--- src/rtl/turn_on_sequencer_if.sv ---
// Signal bundle between the drum timing / power switch side and the turn-on sequencer.
// The master drives drum timing and switches; the slave (the sequencer) drives the power controls.
interface turn_on_sequencer_if;
    logic       DRUM_INDEX;
    logic       T0;
    logic       PWR_SW;
    logic       MP_RESTART;
    logic       PWR_CLEAR;
    logic       PWR_NO_CLEAR;
    logic       PWR_NT;
    logic       PWR_NO_OP;
    logic       PWR_OP;
    logic       PWR_DC_ON;
    logic       PWR_FAULT;
    logic [2:0] PWR_STATE;

    modport master (
        output DRUM_INDEX, T0, PWR_SW, MP_RESTART,
        input  PWR_CLEAR, PWR_NO_CLEAR, PWR_NT, PWR_NO_OP, PWR_OP, PWR_DC_ON, PWR_FAULT, PWR_STATE
    );

    modport slave (
        input  DRUM_INDEX, T0, PWR_SW, MP_RESTART,
        output PWR_CLEAR, PWR_NO_CLEAR, PWR_NT, PWR_NO_OP, PWR_OP, PWR_DC_ON, PWR_FAULT, PWR_STATE
    );
endinterface

--- src/rtl/turn_on_sequencer.sv ---
// Power turn-on sequencer: heats for a number of drum revolutions, then steps the machine
// through CLEAR, NT, NO-OP and a one-word OP pulse into RUN, with a drum-index watchdog.
module turn_on_sequencer #(
    parameter int HEAT_REVS  = 4,
    parameter int REV_CYCLES = 3132
) (
    input  logic               CLOCK,
    input  logic               rst,
    turn_on_sequencer_if.slave bus
);
    typedef enum logic [2:0] {
        OFF   = 3'd0,
        HEAT  = 3'd1,
        CLEAR = 3'd2,
        NT    = 3'd3,
        NOOP  = 3'd4,
        OP    = 3'd5,
        RUN   = 3'd6
    } state_t;

    // A zero heat count still spends one revolution heating.
    localparam logic [7:0]  HEAT_TARGET = (HEAT_REVS == 0) ? 8'd1 : 8'(HEAT_REVS);
    localparam logic [12:0] WDOG_LAST   = 13'(2 * REV_CYCLES - 1);

    state_t      state, state_nxt;
    logic [7:0]  rev_cnt, rev_cnt_nxt;
    logic [12:0] wdog, wdog_nxt;
    logic        fault, fault_nxt;
    logic        restart_pend, restart_pend_nxt;

    always_ff @(posedge CLOCK or posedge rst) begin
        if (rst) begin
            state        <= OFF;
            rev_cnt      <= '0;
            wdog         <= '0;
            fault        <= 1'b0;
            restart_pend <= 1'b0;
        end else begin
            state        <= state_nxt;
            rev_cnt      <= rev_cnt_nxt;
            wdog         <= wdog_nxt;
            fault        <= fault_nxt;
            restart_pend <= restart_pend_nxt;
        end
    end

    always_comb begin
        state_nxt        = state;
        rev_cnt_nxt      = rev_cnt;
        fault_nxt        = fault;
        restart_pend_nxt = restart_pend;

        if (state == OFF || bus.DRUM_INDEX)
            wdog_nxt = '0;
        else
            wdog_nxt = wdog + 13'd1;

        case (state)
            OFF: begin
                if (bus.PWR_SW && !fault) begin
                    state_nxt   = HEAT;
                    rev_cnt_nxt = '0;
                end
            end
            HEAT: begin
                if (bus.DRUM_INDEX) begin
                    rev_cnt_nxt = rev_cnt + 8'd1;
                    if (rev_cnt + 8'd1 == HEAT_TARGET)
                        state_nxt = CLEAR;
                end
            end
            CLEAR: if (bus.DRUM_INDEX) state_nxt = NT;
            NT:    if (bus.DRUM_INDEX) state_nxt = NOOP;
            NOOP:  if (bus.DRUM_INDEX) state_nxt = OP;
            // The T0 that coincides with the entering index was sampled in NOOP, so it never counts here.
            OP:    if (bus.T0) state_nxt = RUN;
            RUN: begin
                if (bus.MP_RESTART)
                    restart_pend_nxt = 1'b1;
                if (bus.DRUM_INDEX && (restart_pend || bus.MP_RESTART))
                    state_nxt = CLEAR;
            end
            default: state_nxt = OFF;
        endcase

        if (state != OFF && !bus.DRUM_INDEX && wdog == WDOG_LAST) begin
            fault_nxt = 1'b1;
            state_nxt = OFF;
            wdog_nxt  = '0;
        end

        // Switch-off overrides everything and is the only way to clear a latched fault.
        if (!bus.PWR_SW) begin
            state_nxt = OFF;
            fault_nxt = 1'b0;
        end

        if (state_nxt != RUN)
            restart_pend_nxt = 1'b0;
    end

    assign bus.PWR_CLEAR    = (state == CLEAR);
    assign bus.PWR_NT       = (state == NT);
    assign bus.PWR_NO_OP    = (state == NOOP);
    assign bus.PWR_OP       = (state == OP);
    assign bus.PWR_NO_CLEAR = state inside {NT, NOOP, OP, RUN};
    assign bus.PWR_DC_ON    = state inside {CLEAR, NT, NOOP, OP, RUN};
    assign bus.PWR_FAULT    = fault;
    assign bus.PWR_STATE    = state;
endmodule

--- src/flat_wrapper.sv ---
// flat-port wrapper written by rule: the top's interface ports become plain ports
module turn_on_sequencer_flat 
#(
    parameter int HEAT_REVS  = 4,
    parameter int REV_CYCLES = 3132
)
  (CLOCK, rst, bus_DRUM_INDEX, bus_T0, bus_PWR_SW, bus_MP_RESTART, bus_PWR_CLEAR, bus_PWR_NO_CLEAR, bus_PWR_NT, bus_PWR_NO_OP, bus_PWR_OP, bus_PWR_DC_ON, bus_PWR_FAULT, bus_PWR_STATE);
  turn_on_sequencer_if bus_i ();
  input  logic CLOCK;
  input  logic rst;
  input wire logic [$bits(bus_i.DRUM_INDEX)-1:0] bus_DRUM_INDEX;
  input wire logic [$bits(bus_i.T0)-1:0] bus_T0;
  input wire logic [$bits(bus_i.PWR_SW)-1:0] bus_PWR_SW;
  input wire logic [$bits(bus_i.MP_RESTART)-1:0] bus_MP_RESTART;
  output wire logic [$bits(bus_i.PWR_CLEAR)-1:0] bus_PWR_CLEAR;
  output wire logic [$bits(bus_i.PWR_NO_CLEAR)-1:0] bus_PWR_NO_CLEAR;
  output wire logic [$bits(bus_i.PWR_NT)-1:0] bus_PWR_NT;
  output wire logic [$bits(bus_i.PWR_NO_OP)-1:0] bus_PWR_NO_OP;
  output wire logic [$bits(bus_i.PWR_OP)-1:0] bus_PWR_OP;
  output wire logic [$bits(bus_i.PWR_DC_ON)-1:0] bus_PWR_DC_ON;
  output wire logic [$bits(bus_i.PWR_FAULT)-1:0] bus_PWR_FAULT;
  output wire logic [$bits(bus_i.PWR_STATE)-1:0] bus_PWR_STATE;
  assign bus_i.DRUM_INDEX = bus_DRUM_INDEX;
  assign bus_i.T0 = bus_T0;
  assign bus_i.PWR_SW = bus_PWR_SW;
  assign bus_i.MP_RESTART = bus_MP_RESTART;
  assign bus_PWR_CLEAR = bus_i.PWR_CLEAR;
  assign bus_PWR_NO_CLEAR = bus_i.PWR_NO_CLEAR;
  assign bus_PWR_NT = bus_i.PWR_NT;
  assign bus_PWR_NO_OP = bus_i.PWR_NO_OP;
  assign bus_PWR_OP = bus_i.PWR_OP;
  assign bus_PWR_DC_ON = bus_i.PWR_DC_ON;
  assign bus_PWR_FAULT = bus_i.PWR_FAULT;
  assign bus_PWR_STATE = bus_i.PWR_STATE;
  turn_on_sequencer #(.HEAT_REVS(HEAT_REVS), .REV_CYCLES(REV_CYCLES)) u_core (.CLOCK(CLOCK), .rst(rst), .bus(bus_i));
endmodule
--- config.mk ---
export PLATFORM = sky130hd
export DESIGN_NAME = turn_on_sequencer_flat
export DESIGN_NICKNAME = d
export VERILOG_FILES = /design/src/rtl/turn_on_sequencer_if.sv /design/src/rtl/turn_on_sequencer.sv /design/src/flat_wrapper.sv
export SDC_FILE = /design/constraint.sdc
export NUM_CORES = 1
export LEC_CHECK = 0
export ABC_CLOCK_PERIOD_IN_PS = 3110
export CAP_MARGIN = 20
export CORE_MARGIN = 4
export CORE_UTILIZATION = 40
export CTS_CLUSTER_SIZE = 24
export DETAILED_ROUTE_END_ITERATION = 7
export GPL_ROUTABILITY_DRIVEN = 0
export PLACE_DENSITY_LB_ADDON = 0.15
export SLEW_MARGIN = 20
export SYNTH_ARGS = -nofsm -noshare
export SYNTH_HDL_FRONTEND = slang
export SYNTH_SLANG_ARGS = --single-unit
--- constraint.sdc ---
create_clock -name CLOCK -period 3.11 [get_ports CLOCK]
set_clock_uncertainty 0.1 [all_clocks]
set_input_delay 0.7775 -clock CLOCK [delete_from_list [all_inputs] [get_ports CLOCK]]
set_output_delay 0.7775 -clock CLOCK [all_outputs]
set_load 0.03 [all_outputs]
==> Word-level counts from Yosys, hierarchy flattened <==
Index checks and enable logic that the tools add are counted.
{ "word_totals": {"elab_cells": 57, "regBits": 26, "inputBits": 6, "output_inout_bits": 10} }
{ "classes": {"reduce_logical": 17, "addsub": 2, "n_eq_ne": 12, "mux": 21} }
{ "op_table": {"columns": ["cell", "count"], "rows": [
  ["3-bit two-way mux", 10],
  ["13-bit two-way mux", 2],
  ["3-bit one-hot mux with 7 select lines", 1],
  ["8-bit two-way mux", 2],
  ["8-bit one-hot mux with 2 select lines", 1],
  ["13-bit by 1-bit adder with 13-bit output (second input constant)", 1],
  ["13-bit == test (second input constant)", 1],
  ["3-bit == test (second input constant)", 3],
  ["8-bit by 1-bit adder with 8-bit output (second input constant)", 1],
  ["8-bit by 3-bit == test with 1-bit output (second input constant)", 1],
  ["3-bit by 2-bit == test with 1-bit output (second input constant)", 2],
  ["2-bit nonzero test", 3],
  ["1-bit two-way mux", 5],
  ["5-bit nonzero test", 1],
  ["1-bit logical AND", 4],
  ["2-bit != test (second input constant)", 2],
  ["4-bit nonzero test", 1],
  ["3-bit by 1-bit == test with 1-bit output (second input constant)", 1],
  ["3-bit logical NOT", 1],
  ["3-bit != test (second input constant)", 1],
  ["3-bit AND reduction", 1],
  ["3-bit nonzero test", 1],
  ["1-bit logical NOT", 2],
  ["1-bit logical OR", 2],
  ["other kinds (2)", 2]
]} }

==> Depth between registers and ports, before layout <==
{ "depth": {"word_depth": 10, "mapped_depth": 6} }

==> Worst setup path after synthesis <==
OpenSTA, ideal clock, no wires.
{ "synth_path": {"path_type": "register -> output", "from": "register u_core.state[1], in the netlist u_core.bus.PWR_STATE[1]", "to": "output bus_PWR_DC_ON", "arrival_time_ns": 1.748, "required_ns": 2.233, "slack_ns": 0.485, "stages_incl_launch_ff": 5, "path_cell_list": "dfrtp_1 > buf_2 > nand2_1 > xnor2_1 > or2_2"} }
{ "synth_via": {"elab_chain_len": 2, "elab_cells_between_ends": 6} }
{ "synth_rtl": {"columns": ["item", "line_no", "text"], "rows": [
  ["start: declaration", "turn_on_sequencer.sv:25", "state_t state, state_nxt;"],
  ["start signal: assignment", "turn_on_sequencer.sv:39", "state <= state_nxt;"],
  ["3-bit by 2-bit == test with 1-bit output or 3-bit == test (tied branches)", "turn_on_sequencer.sv:107", "assign bus.PWR_DC_ON = state inside {CLEAR, NT, NOOP, OP, RUN};"],
  ["5-bit nonzero test *", "turn_on_sequencer.sv:107", null],
  ["end: declaration", "flat_wrapper.sv:20", "output wire logic [$bits(bus_i.PWR_DC_ON)-1:0] bus_PWR_DC_ON;"]
]} }
Mark *: on every way between the ends. The rest lies on a longest branch, timed or not.

==> Final worst setup path <==
Ends and elaborated chain as after synthesis.

==> results.toml <==
[pwr]
pwr-share-seq = 0.551
power_density_nw_per_um2 = 344.6
p_int_uw = 483.1
swShare = 0.2384
p_switching_uw = 151.2
power.share.clock = 0.342
power_uw = 634.3
vdd_ir_drop_max_mv = 0.2894
comb_power_share = 0.107
leakage_nw = 0.6752

[routing]
wl_per_cell_microns = 13.12
drtIter0Drc = 32
drc = 0
routed_via_density = 5.320
drt_first_pass_iters = 4
via_count = 1197
routed.top_layer = "met4"
wl_met3_microns = 89
wl_met1_microns = 1475
routed_wl_microns = 2952
wl_met2_microns = 1349
drtAntennaViolNets = 0

[worst_setup_path]
regToRegEndpoint = "u_core.rev_cnt[5]$_DFFE_PP0P_"
crit_fanout = 15
r2r-start = "u_core.bus.PWR_STATE[2]$_DFF_PP0_"
rr_worst_depth = 5
cp-end-kind = "output port"
critical_path_arrival_ps = 2060
r2r_slack_ps = 1360
critPathRequiredTime_ps = 2230
startpoint_type = "flip-flop"
critPathKind = "flip-flop to output port"

[timing]
slew_headroom = 0.7243
fmax_ghz = 0.3403
final.min_clock_period_ps = 2938
grt_setup_unrepaired = "no"
postLayoutSetupSlackWorst_ps = 171.7
worst_pin_slew_ps = 413.6
setup_violations = 0
finalHoldViolCount = 0
drv_slew = 0
setup_tns_ps = 0
min_period_over_period = 0.9448

[logic_synthesis]
async_flop_share = 1.000
synthTopCellsByArea = "dfrtp_1, xnor2_1, nor2_4"
synth_edf_count = 0
synth_area_sq_um = 1604
synth_compound_area_frac = 0.1217
synth_top_area_cell = "dfrtp_1"
synth-xor-area-share = 0.08736
ys_warn_count = 0
seq_area_frac_synth = 0.4056
synth_most_common_cell = "dfrtp_1"
synth_top_family_by_area = "simple AND/OR/NAND/NOR gates"
syn_area_per_cell_sq_um = 9.901
syn_nets = 170
yosysUniqueCellTypes = 50
ys_seq_elements = 26
synth_mux_area_frac = 0
synth_fa_ha_area_frac = 0.01560
synth_top_area_frac = 0.4056
ys.flop_type = "dfrtp_1"
synthCells = 162
synth_commonest_cells = "dfrtp_1, nand2_1, xnor2_1, nor2_1, o21ai_0"
synthSimpleGateAreaFrac = 0.3237

[worst_hold_path]
whs_path_depth = 1
min-delay-path-class = "flip-flop to flip-flop"
hold_end = "u_core.wdog[0]$_DFF_PP0_"
hp-start = "u_core.wdog[0]$_DFF_PP0_"

[global_routing]
grtUsageTotal = 0.1264
grt-ovfl-total = 0
grt_max_degree = 27
antenna_found_initial = 0
grt_pass1_vias = 1159
grt_first_pass_wirelength_microns = 5278

[run]
cap_violations = 0

[clock_tree]
htree_levels = 1
post_cts_buffers = 0
path_clk_slew_ps = 90
cts.repair.resized = 0
cts.sinks = 26
cts_buffer_depth = 2
worstSkewPairLatency_ps = 270
cts_buffers = 3
cts_tree = "yes"
holdBufCountCts = 0
cts-root-buf = "clkbuf_8"

[floorplanning]
die_w_microns = 71.33
dieArea_sq_um = 5087
boundaryPins = 16
die_h_microns = 71.33
num_rows = 22
initial_utilization = 0.4253
coreArea_sq_um = 3771

[outcome]
status = "finished clean"

[final_layout]
n_fill_cell = 349
nets = 186
diodes = 0
area_growth_pct = 14.74
drive_above_1_share = 0.1864

[placement]
dp.final_hpwl_microns = 2196
io_buffer_count = 15
dp_slack_ps = 472.2
-- area by class of cell --
cell class              instances  area (sq um)  area share
multi-input cells             123         879.6      0.4779
flip-flops and latches         26         650.6      0.3535
repair buffers                 18         172.7     0.09381
well taps                      48         60.06     0.03263
clock buffers                   4         55.05     0.02991
inverters                       6         22.52     0.01224
-- worst max path at each step --
stage	from	endpoint	slack (ps)	cells after the start
2_1_floorplan	u_core.bus.PWR_STATE[1]$_DFF_PP0_	bus_PWR_DC_ON	480	4
3_3_place_gp	u_core.bus.PWR_STATE[1]$_DFF_PP0_	bus_PWR_DC_ON	490	4
3_5_place_dp	u_core.bus.PWR_STATE[1]$_DFF_PP0_	bus_PWR_DC_ON	470	4
4_1_cts	u_core.bus.PWR_STATE[1]$_DFF_PP0_	bus_PWR_DC_ON	150	4
5_1_grt	u_core.bus.PWR_STATE[1]$_DFF_PP0_	bus_PWR_DC_ON	40	4
6_report	u_core.bus.PWR_STATE[1]$_DFF_PP0_	bus_PWR_DC_ON	170	4
-- state kept, by name, summed over array words and instances (netlist names) --
name and flops:
u_core.bus.PWR_FAULT 1, u_core.bus.PWR_STATE 3, u_core.restart_pend 1, u_core.rev_cnt 8
u_core.wdog 13
-- critical path: stages (launching register included) --
cell	delay (ps)
dfrtp_1	600
nand2_1	140
xnor2_1	160
or2_2	290
clkdlybuf4s50_1	590
-- stage by stage --
stage	std cells	util	hold slack (ps)	area, sq um
detailed placement	221	0.4735	388.5	1785
finish	225	0.4881	398.2	1841
floorplan	162	-	361.1	1604
global placement	221	0.4735	376.7	1785
CTS	225	0.4881	406.5	1841
global route	225	0.4881	434.5	1841
-- cell usage in the layout, fill, tap and decap left out, types with 3 or more instances in the layout --
cell type / count
dfrtp_1: 26
clkdlybuf4s50_1: 15
nand2_1: 13
xnor2_1: 13
nor2_1: 12
o21ai_0: 11
nor2_4: 8
nand3_1: 7
inv_1: 6
nor3_1: 5
clkbuf_8: 4
nand3_2: 3
nand2b_1: 3
nor2b_1: 3
nor4_2: 3
xor2_1: 3
buf_4: 3
-- power by group through the flow --
stage / clock, mW / sequential, mW / combinational [mW]
4_1_cts: 0.226 / 0.350 / 0.0696
3_5_place_dp: 0 / 0.356 / 0.0692
3_3_place_gp: 0 / 0.356 / 0.0677
2_1_floorplan: 0 / 0.358 / 0.0502
6_report: 0.217 / 0.350 / 0.0680
5_1_grt: 0.243 / 0.351 / 0.0766
-- per-layer routing --
layer | GRT usage | up-vias
li1 | - | 594
met3 | 0.02665 | 5
met4 | 0.04593 | 0
met1 | 0.1681 | 584
met5 | 0 | -
met2 | 0.2020 | 14
-- cells by family after synthesis --
group | Yosys count
and+or+nand+nor | 76
AOI/OAI and AO/OA | 29
DFF | 26
xor gates and xnor gates | 16
buffers and inverters | 13
adders and majority gates | 2
(Power assumes the default switching activity.)
